`config.mk`:
```
export PLATFORM = sky130hd
export DESIGN_NAME = csr_access_unit
export DESIGN_NICKNAME = d
export VERILOG_FILES = /design/src/rtl/csr_access_unit_pkg.sv /design/src/rtl/csr_modify.sv /design/src/rtl/csr_access_unit.sv
export SDC_FILE = /design/constraint.sdc
export NUM_CORES = 1
export LEC_CHECK = 0
export CORE_UTILIZATION = 30
export CTS_CLUSTER_SIZE = 20
export DETAILED_ROUTE_END_ITERATION = 8
export SLEW_MARGIN = 20
export SYNTH_ARGS = -nofsm -noshare
export SYNTH_HDL_FRONTEND = slang
export SYNTH_HIERARCHICAL = 1
export SYNTH_SLANG_ARGS = --single-unit
export TNS_END_PERCENT = 10
```
`constraint.sdc`:
```
create_clock -name clk -period 2.5 [get_ports clk]
set_input_delay 0.625 -clock clk [delete_from_list [all_inputs] [get_ports clk]]
set_output_delay 0.625 -clock clk [all_outputs]
set_load 0.1 [all_outputs]
```
`src/rtl/csr_access_unit_pkg.sv`:
```
// Shared definitions for the CSR access unit: instruction encodings, the
// mapped CSR address set and the sequencing FSM state type.
package csr_access_unit_pkg;

  localparam logic [2:0] F3_CSRRW  = 3'b001;
  localparam logic [2:0] F3_CSRRS  = 3'b010;
  localparam logic [2:0] F3_CSRRC  = 3'b011;
  localparam logic [2:0] F3_CSRRWI = 3'b101;
  localparam logic [2:0] F3_CSRRSI = 3'b110;
  localparam logic [2:0] F3_CSRRCI = 3'b111;

  localparam logic [11:0] CSR_MEPC     = 12'h341;
  localparam logic [11:0] CSR_MCYCLE   = 12'hB00;
  localparam logic [11:0] CSR_MTIME    = 12'hB01;
  localparam logic [11:0] CSR_MINSTRET = 12'hB02;
  localparam logic [11:0] CSR_MTIMECMP = 12'hB03;
  localparam logic [11:0] CSR_MIE      = 12'h304;
  localparam logic [11:0] CSR_MIP      = 12'h344;

  typedef enum logic [1:0] {
    ST_IDLE  = 2'd0,
    ST_READ  = 2'd1,
    ST_WRITE = 2'd2,
    ST_RESP  = 2'd3
  } state_t;

  function automatic logic csr_is_mapped(input logic [11:0] addr);
    return addr inside {CSR_MEPC, CSR_MCYCLE, CSR_MTIME, CSR_MINSTRET,
                        CSR_MTIMECMP, CSR_MIE, CSR_MIP};
  endfunction

  // Encodings x00 are the only non-CSR forms in this opcode space.
  function automatic logic funct3_is_valid(input logic [2:0] f3);
    return f3[1:0] != 2'b00;
  endfunction

endpackage

```
`src/rtl/csr_modify.sv`:
```
// Read-modify-write value computation for CSR instructions, including the
// no-write case for set/clear forms whose source index or zimm is zero.
module csr_modify
  import csr_access_unit_pkg::*;
(
  input  logic [2:0]  funct3,
  input  logic [4:0]  rs1,
  input  logic [31:0] old_value,
  input  logic [31:0] operand,
  output logic [31:0] new_value,
  output logic        write_suppress
);

  always_comb begin
    new_value      = old_value;
    write_suppress = 1'b1;
    case (funct3)
      F3_CSRRW, F3_CSRRWI: begin
        new_value      = operand;
        write_suppress = 1'b0;
      end
      F3_CSRRS, F3_CSRRSI: begin
        new_value      = old_value | operand;
        write_suppress = (rs1 == 5'd0);
      end
      F3_CSRRC, F3_CSRRCI: begin
        new_value      = old_value & ~operand;
        write_suppress = (rs1 == 5'd0);
      end
      default: ;
    endcase
  end

endmodule

```
`src/rtl/csr_access_unit.sv`:
```
// Sequences one CSR instruction at a time: read old value, optionally write
// the modified value, then return the old value as a one-cycle response.
module csr_access_unit
  import csr_access_unit_pkg::*;
#(
  parameter bit CHECK_ADDR = 1'b1
) (
  input  logic        clk,
  input  logic        rst,
  input  logic        req_valid,
  output logic        req_ready,
  input  logic [2:0]  req_funct3,
  input  logic [11:0] req_csr,
  input  logic [31:0] req_rs1_data,
  input  logic [4:0]  req_rs1,
  input  logic [4:0]  req_rd,
  output logic [11:0] csr_addr,
  output logic        csr_we,
  output logic [31:0] csr_wdata,
  input  logic [31:0] csr_rdata,
  output logic        rsp_valid,
  output logic [4:0]  rsp_rd,
  output logic [31:0] rsp_data,
  output logic        rsp_illegal
);

  state_t      state_reg;
  logic [2:0]  funct3_reg;
  logic [11:0] csr_reg;
  logic [31:0] operand_reg;
  logic [4:0]  rs1_reg;
  logic [4:0]  rd_reg;
  logic [31:0] old_reg;

  logic        req_ready_reg;
  logic [11:0] csr_addr_reg;
  logic        csr_we_reg;
  logic [31:0] csr_wdata_reg;
  logic        rsp_valid_reg;
  logic        rsp_illegal_reg;
  logic [31:0] rsp_data_reg;
  logic [4:0]  rsp_rd_reg;

  logic [31:0] req_operand;
  logic        req_illegal;
  logic [31:0] new_value;
  logic        write_suppress;

  assign req_operand = req_funct3[2] ? {27'd0, req_rs1} : req_rs1_data;
  assign req_illegal = !funct3_is_valid(req_funct3) ||
                       (CHECK_ADDR && !csr_is_mapped(req_csr));

  // Old value is taken straight from csr_rdata so the write is ready at the end of READ.
  csr_modify u_modify (
    .funct3         (funct3_reg),
    .rs1            (rs1_reg),
    .old_value      (csr_rdata),
    .operand        (operand_reg),
    .new_value      (new_value),
    .write_suppress (write_suppress)
  );

  always_ff @(posedge clk or negedge rst) begin
    if (!rst) begin
      state_reg       <= ST_IDLE;
      funct3_reg      <= '0;
      csr_reg         <= '0;
      operand_reg     <= '0;
      rs1_reg         <= '0;
      rd_reg          <= '0;
      old_reg         <= '0;
      req_ready_reg   <= 1'b1;
      csr_addr_reg    <= '0;
      csr_we_reg      <= 1'b0;
      csr_wdata_reg   <= '0;
      rsp_valid_reg   <= 1'b0;
      rsp_illegal_reg <= 1'b0;
      rsp_data_reg    <= '0;
      rsp_rd_reg      <= '0;
    end else begin
      case (state_reg)
        ST_IDLE: begin
          if (req_valid) begin
            funct3_reg    <= req_funct3;
            csr_reg       <= req_csr;
            operand_reg   <= req_operand;
            rs1_reg       <= req_rs1;
            rd_reg        <= req_rd;
            req_ready_reg <= 1'b0;
            if (req_illegal) begin
              state_reg       <= ST_RESP;
              rsp_valid_reg   <= 1'b1;
              rsp_illegal_reg <= 1'b1;
              rsp_data_reg    <= '0;
              rsp_rd_reg      <= req_rd;
            end else begin
              state_reg    <= ST_READ;
              csr_addr_reg <= req_csr;
            end
          end
        end
        ST_READ: begin
          old_reg       <= csr_rdata;
          csr_addr_reg  <= csr_reg;
          csr_we_reg    <= !write_suppress;
          csr_wdata_reg <= write_suppress ? 32'd0 : new_value;
          state_reg     <= ST_WRITE;
        end
        ST_WRITE: begin
          csr_addr_reg    <= '0;
          csr_we_reg      <= 1'b0;
          csr_wdata_reg   <= '0;
          rsp_valid_reg   <= 1'b1;
          rsp_illegal_reg <= 1'b0;
          rsp_data_reg    <= old_reg;
          rsp_rd_reg      <= rd_reg;
          state_reg       <= ST_RESP;
        end
        ST_RESP: begin
          rsp_valid_reg   <= 1'b0;
          rsp_illegal_reg <= 1'b0;
          rsp_data_reg    <= '0;
          rsp_rd_reg      <= '0;
          req_ready_reg   <= 1'b1;
          state_reg       <= ST_IDLE;
        end
        default: state_reg <= ST_IDLE;
      endcase
    end
  end

  assign req_ready   = req_ready_reg;
  assign csr_addr    = csr_addr_reg;
  assign csr_we      = csr_we_reg;
  assign csr_wdata   = csr_wdata_reg;
  assign rsp_valid   = rsp_valid_reg;
  assign rsp_illegal = rsp_illegal_reg;
  assign rsp_data    = rsp_data_reg;
  assign rsp_rd      = rsp_rd_reg;

endmodule
```
# == Word level (Yosys, flattened, before mapping) ==
# Cells that the tools add are included.
# word_totals
out_inout_bits,85
in_bits,92
register_bits,176
# op_classes
bitwise_logic,3
n_reduce_logical,23
mux,24
eq_ne,19
# op_table
cell,n
case mux 32 bit (3 select lines),2
2-to-1 mux 32 bit,4
case mux 32 bit (2 select lines),1
equality test 12 bit (second input constant),4
equality test 12 x 10 -> 1 bit (second input constant),3
case mux 12 bit (3 select lines),1
AND 32 bit,1
NOT 32 bit,1
bitwise OR 32 bit,1
2-to-1 mux 12 bit,2
case mux 5 bit (3 select lines),1
2-to-1 mux 5 bit,2
equality test 3 bit (second input constant),3
AND reduction 3 bit,3
case mux 1 bit (2 select lines),4
case mux 2 bit (4 select lines),1
nonzero test 2 bit,4
OR reduction 2 bit,4
nonzero test 7 bit,1
equality test 3 x 2 -> 1 bit (second input constant),2
inequality test 2 bit (second input constant),3
nonzero test 3 bit,2
logical NOT 5 bit,1
equality test 2 bit (second input constant),2
10 further kinds,16

# == Logic depth before layout (Yosys ltp) ==
# Gate-level depths: netlist of the first run.
# logic_depth
depth_word,7
mapped_depth,9

# == Hierarchy ==
# Netlist of the first run, hierarchy kept.
# modules_own_cells
mod,cells_each,instances,seq_area_each_um2,area_each_um2
csr_access_unit,514,1,4405.5,6982.9
csr_modify,144,1,0.0,915.9

# == Worst setup path before layout of the first run ==
# No wires, ideal clock.
# synth_path
path_kind,input-to-reg
from,in req_csr[3]
to,"reg csr_addr_reg[10], in the netlist csr_addr[10]"
path_slack_ns,0.527
n_path_buf,1
cell_stages,5
arrival_ns,1.848
required_time_ns,2.375
path_cell_list,and4bb_2 -> nand4_1 -> o31ai_2 -> buf_4 -> mux2_2
# synth_between
elab_chain_len,6
elab_cells_between_ends,12
classes_between,eq/ne: 8; reduce/logical: 4
# synth_rtl
item,line,rtl
start: declaration,csr_access_unit.sv:13,"input logic [11:0] req_csr,"
equality test 12 x 10 -> 1 bit or equality test 12 bit (tied branches),csr_access_unit_pkg.sv:28,"return addr inside {CSR_MEPC, CSR_MCYCLE, CSR_MTIME, CSR_MINSTRET,"
nonzero test 7 bit *,csr_access_unit_pkg.sv:28,
logical NOT 1 bit *,csr_access_unit.sv:51,(CHECK_ADDR && !csr_is_mapped(req_csr));
logical OR 1 bit *,csr_access_unit.sv:50,assign req_illegal = !funct3_is_valid(req_funct3) ||
inequality test 2 bit (no source line) *,n/a,
AND reduction 3 bit (no source line) *,n/a,
end signal: assignment,csr_access_unit.sv:98,csr_addr_reg <= req_csr;
end signal: assignment,csr_access_unit.sv:104,csr_addr_reg <= csr_reg;
end: declaration,csr_access_unit.sv:36,logic [11:0] csr_addr_reg;
# Mark *: on every way between the ends. The rest lies on a longest branch, timed or not.
# A chain may end at the register's enable or synchronous reset.

# == Worst setup path after layout of the first run ==
# layout_path
from,in req_csr[10]
to,"reg csr_addr_reg[9], in the netlist csr_addr[9]"
# The elaborated chain is that of the path after synthesis.

==> reports/metrics.csv, run 1 <==
stage;metric;value;unit
die;die_w;163.9;µm
critical_path;max_stage_delay;480;ps
critical_path;cp.arrival;2450;ps
clock_network;numClockSinks;175;
run_status;status;finished clean;
clock_network;post_cts_buffers;0;
sta;finalCriticalPeriod;2145;ps
clock_network;clk_pin_slew;70;ps
place;gp_congestion;0.7903;
global_route;grt_pass1_vias;5465;
synth;yosysWarnings;6;
sta;finClkSkew;9.463;ps
sta;fin_setup_tns;0;ps
global_route;grtUsageTotal;15.71;%
sta;whs;165.6;ps
sta;worst_slew_pin_slew;779.8;ps
critical_path;timing_worst_setup_path_type;in2reg;
detailed_routing;wl_per_cell;17.57;µm
sta;hold_violations;0;
sta;slew_headroom;48.01;%
place;dpl.hpwl;14720;µm
final_layout;drive_above_1_share;27.26;%
critical_path;r2r-end;rsp_rd[0];
final_layout;nFillCells;2413;
critical_path;critPathMaxFanout;12;
die;die_h;163.9;µm
critical_path;slowest_stage;clkdlybuf4s50_1;
critical_path;cp_cell_sequence;clkdlybuf4s50_1 > and4bb_2 > nand4_1 > o31ai_2 > buf_4 > mux2_2;
die;num_rows;58;
detailed_routing;vias;5618;
detailed_routing;drc;0;
global_route;grt_pass1_wl;31800;µm
final_layout;finalInstanceArea;0.01047;mm²
critical_path;required;2810;ps
die;die-area;0.02686;mm²
clock_network;clk_latency;420;ps
die;ios;177;
detailed_routing;routed.top_layer;met5;
critical_path;cpLargestDelayFamily;buffers and inverters;
detailed_routing;ant_nets;0;
detailed_routing;wl_met2;9773;µm
critical_path;cp-end-kind;flop;
clock_network;cts_buffers;17;
die;initial_core_util;30.87;%
clock_network;hold_buffers;0;
detailed_routing;via_per_inst;4.798;
clock_network;cts_tree;built;
critical_path;reg2reg_from;state_reg[0];
sta;min_period_over_period;85.79;%
global_route;grt_max_degree;65;
global_route;grt_overflow_total;0;
global_route;antenna_found_initial;3;
detailed_routing;drt_first_pass_iters;4;
place;io_buffers;176;
synth;synth_cells;656;
place;placedInstanceArea;0.009873;mm²
critical_path;worstRegToRegCells;7;
sta;max_clock_freq;466.3;MHz
detailed_routing;finalWirelength;20580;µm
critical_path;rrSetupSlack;430;ps
clock_network;cts_max_path_buffers;2;
sta;setup_viol;0;
clock_network;cts-root-buf;clkbuf_16;
synth;syn-num-nets;752;
synth;syn-cell-area;0.007863;mm²
hold_path;worstHoldPathType;in2async;
final_layout;fin_util;41.08;%
final_layout;area_growth;33.10;%
sta;rsz0062_at_grt;false;
synth;syn_area_per_cell;11.99;µm²
clock_network;htree_levels;4;
clock_network;post_cts_resized;0;
detailed_routing;routed-wl-met3;1071;µm
detailed_routing;drt-met1-wl;9532;µm
flow_run;maxCapViolCount;0;
critical_path;worstSetupStartpointType;primary input;
detailed_routing;first_iter_violations;336;
critical_path;crit_buf_inv;2;
sta;drv_slew;0;
die;core;0.02547;mm²
final_layout;nets;923;
[worst register-to-register path: stages (launching register included)]
cell and delay, ps:
dfrtp_1 400, inv_1 80, ha_1 230, nor2_2 350
nor2_1 150, o31ai_4 250, buf_12 170, mux2_2 330
[placed cells by master, fill, tap and decap left out, drive strengths merged, types with 2 or more instances in the layout]
cell / count
dfrtp: 174
clkbuf: 20
mux2: 72
ha: 4
mux2i: 6
clkinvlp: 2
nand2: 38
a32o: 32
xnor2: 32
inv: 45
a22oi: 32
clkinv: 3
nor2: 4
o31ai: 2
a22o: 48
o21ai: 71
nor3: 3
buf: 112
clkdlybuf4s50: 90
nand2b: 29
a21oi: 3
[per-stage QoR]
stage | setup WS, ps | std cells
after floorplan | 526.8 | 656
after global placement | -97.13 | 1138
after detailed placement | -117.1 | 1138
after CTS | 332.8 | 1170
after global routing | 258.2 | 1170
final | 355.4 | 1171
[worst max-delay path by stage]
stage	startpoint	to	slack (ps)	cells past startpoint
after floorplan	req_csr[3]	csr_addr[10]	530	5
final	req_csr[10]	csr_addr[9]	360	6
after detailed placement	req_csr[10]	csr_addr[2]	-120	6
after global routing	req_csr[10]	csr_addr[10]	260	6
after CTS	req_csr[10]	csr_addr[10]	330	6
after global placement	req_csr[10]	csr_addr[10]	-100	6
[routing by layer]
layer	GRT usage, %	vias to the layer above
li1	-	2713
met1	21.89	2762
met2	24.17	123
met3	4.394	16
met4	3.409	4
met5	0	-
[cell type report]
class | count | area (µm²) | share of cell area, %
diodes | 1 | 2.502 | 0.02391
clock buffers | 19 | 442.9 | 4.232
clock inverters | 13 | 146.4 | 1.399
inverters | 38 | 142.6 | 1.363
multi-input cells | 392 | 3104 | 29.66
flip-flops and latches | 175 | 4383 | 41.88
well taps | 330 | 412.9 | 3.945
repair buffers | 203 | 1831 | 17.49
Power of run 1 is left out: the tool's default activity adds up to more than one toggle a clock period on the data nets, which glitch-free logic cannot reach.
==> inputs of run 2 (changes only) <==
- HOLD_SLACK_MARGIN: not set -> 0.08
==> results of run 2 <==
No change in the layout: final DEF, timing and power equal those of run 1.
Power of run 2 is left out for the same reason.
==> inputs of run 3 (changes only) <==
- ABC_AREA: not set -> 1
==> reports/metrics.csv, run 3 <==
stage;metric;value;unit
critical_path;max_stage_delay;760;ps
global_route;grtUsageTotal;17.26;%
clock_network;numClockSinks;175;
critical_path;cp-end-kind;flop;
clock_network;htree_levels;4;
critical_path;cp-endpoint;csr_wdata[5];
critical_path;critPathMaxFanout;33;
synth;syn-cell-area;0.008378;mm²
die;die_h;169.1;µm
final_layout;area_growth;31.06;%
critical_path;reg2reg_from;state_reg[0];
synth;syn-num-nets;1077;
clock_network;clk_latency;420;ps
global_route;grt_overflow_total;0;
synth;syn_area_per_cell;8.540;µm²
critical_path;r2r-end;csr_wdata[5];
global_route;grt_pass1_wl;37960;µm
place;dp_worst_setup_slack;222.4;ps
detailed_routing;finalWirelength;23760;µm
run_status;status;finished clean;
critical_path;worstRegToRegCells;5;
final_layout;layout_commonest_cell;nand2_1;
sta;worst_slew_pin_slew;964.4;ps
global_route;antenna_found_initial;0;
sta;finClkSkew;8.413;ps
global_route;grt_pass1_vias;6840;
global_route;grt_max_degree;68;
critical_path;worstSetupStartpointType;flop;
final_layout;diodes;0;
clock_network;post_cts_resized;0;
critical_path;cp.arrival;2250;ps
sta;drv_slew;0;
sta;fin_setup_tns;0;ps
critical_path;rrSetupSlack;580;ps
die;die-area;0.02860;mm²
place;io_buffers;176;
detailed_routing;via_per_inst;4.536;
clock_network;clk_pin_slew;70;ps
sta;setup_viol;0;
power;peakVddDrop;0.8348;mV
final_layout;nets;1231;
die;ios;177;
clock_network;cts_tree;built;
place;gp_congestion;0.7827;
flow_run;maxCapViolCount;0;
die;num_rows;60;
critical_path;crit_buf_inv;1;
critical_path;cp_cell_sequence;inv_1 > ha_2 > nor2_4 > nand3_1 > o21ai_0;
clock_network;hold_buffers;0;
detailed_routing;vias;6894;
detailed_routing;drc;0;
detailed_routing;wl_per_cell;15.63;µm
critical_path;cpLargestDelayFamily;simple AND/OR/NAND/NOR gates;
detailed_routing;drt_first_pass_iters;5;
die;initial_core_util;30.83;%
critical_path;timing_worst_setup_path_type;reg2reg;
sta;min_period_over_period;76.63;%
clock_network;cts_buffers;17;
sta;finalCriticalPeriod;1916;ps
final_layout;final_cell_mix;nand2_1, dfrtp_1, nand3_1;
critical_path;required;2840;ps
detailed_routing;ant_nets;0;
place;dpl.hpwl;15690;µm
critical_path;path_depth;5;
sta;slew_headroom;35.55;%
synth;synth_cells;981;
hold_path;worstHoldPathType;in2async;
sta;layout_setup_ws;584.2;ps
die;die_w;169.1;µm
final_layout;drive_above_1_share;20.12;%
synth;yosysWarnings;6;
die;core;0.02718;mm²
sta;hold_violations;0;
power;p_leak;5.585;nW
clock_network;cts_max_path_buffers;2;
clock_network;cts-root-buf;clkbuf_16;
critical_path;critPathLaunch;state_reg[0];
power;powerDensity;1526;mW/mm²
detailed_routing;first_iter_violations;408;
sta;max_clock_freq;522.0;MHz
clock_network;post_cts_buffers;0;
critical_path;slowest_stage;nor2_4;
sta;rsz0062_at_grt;false;
run 3: cell count changes in the layout (fill, tap and decap cells not counted), sizes merged, moves of 4 or more:
cell / before / now
nor2: 4 / 18
mux2i: 6 / 0
nand3: 1 / 132
xnor2: 32 / 0
buf: 112 / 107
a32o: 32 / 0
a22o: 48 / 27
inv: 45 / 123
bufinv: 1 / 5
mux2: 72 / 33
a22oi: 32 / 1
nand2b: 29 / 0
nand2: 38 / 325
run 3: worst min path at each step:
stage	start	to	slack (ps)	cells after the start
6_report	rst	csr_addr[8]	200	1
3_3_place_gp	rsp_data[31]	rsp_data[31]	460	2
4_1_cts	rst	csr_addr[8]	210	1
3_5_place_dp	rs1_reg[0]	rs1_reg[0]	470	2
5_1_grt	rst	csr_addr[7]	230	1
2_1_floorplan	rst	csr_addr[0]	330	0
run 3: stage by stage:
stage / util [%] / power, W / hold WS, ps / instances / instance area [µm²]
floorplan: - / 0.01161 / 329.4 / 981 / 8378
global placement: 38.01 / 0.01376 / 459.7 / 1488 / 10330
detailed placement: 38.01 / 0.01390 / 465.8 / 1488 / 10330
CTS: 40.41 / 0.01693 / 214.5 / 1520 / 10980
global route: 40.41 / 0.01789 / 226.5 / 1520 / 10980
finish: 40.41 / 0.01675 / 195.3 / 1520 / 10980
run 3: per-layer routing:
layer	track usage, %	part of all wire, %	up-vias
met5	0	0	-
met4	5.327	1.3	0
met3	4.045	6.4	21
met2	27.31	45	192
met1	23.38	47	3277
li1	-	-	3404
run 3: area by class of cell:
class | count | area (µm²)
multi-input cells | 621 | 3217
inverters | 122 | 460.4
repair buffers | 198 | 1805
clock inverters | 14 | 211.5
clock buffers | 18 | 439.2
well taps | 372 | 465.4
flip-flops and latches | 175 | 4382
fillers | 2790 | 16200
run 3: power breakdown:
| group | internal, W | total, W | switching, W |
|---|---|---|---|
| sequential | 0.00396 | 0.00464 | 0.000671 |
| combinational | 0.00259 | 0.00914 | 0.00655 |
| clock | 0.00181 | 0.00298 | 0.00117 |
| total | 0.00836 | 0.0168 | 0.00840 |
(Power assumes the default switching activity.)
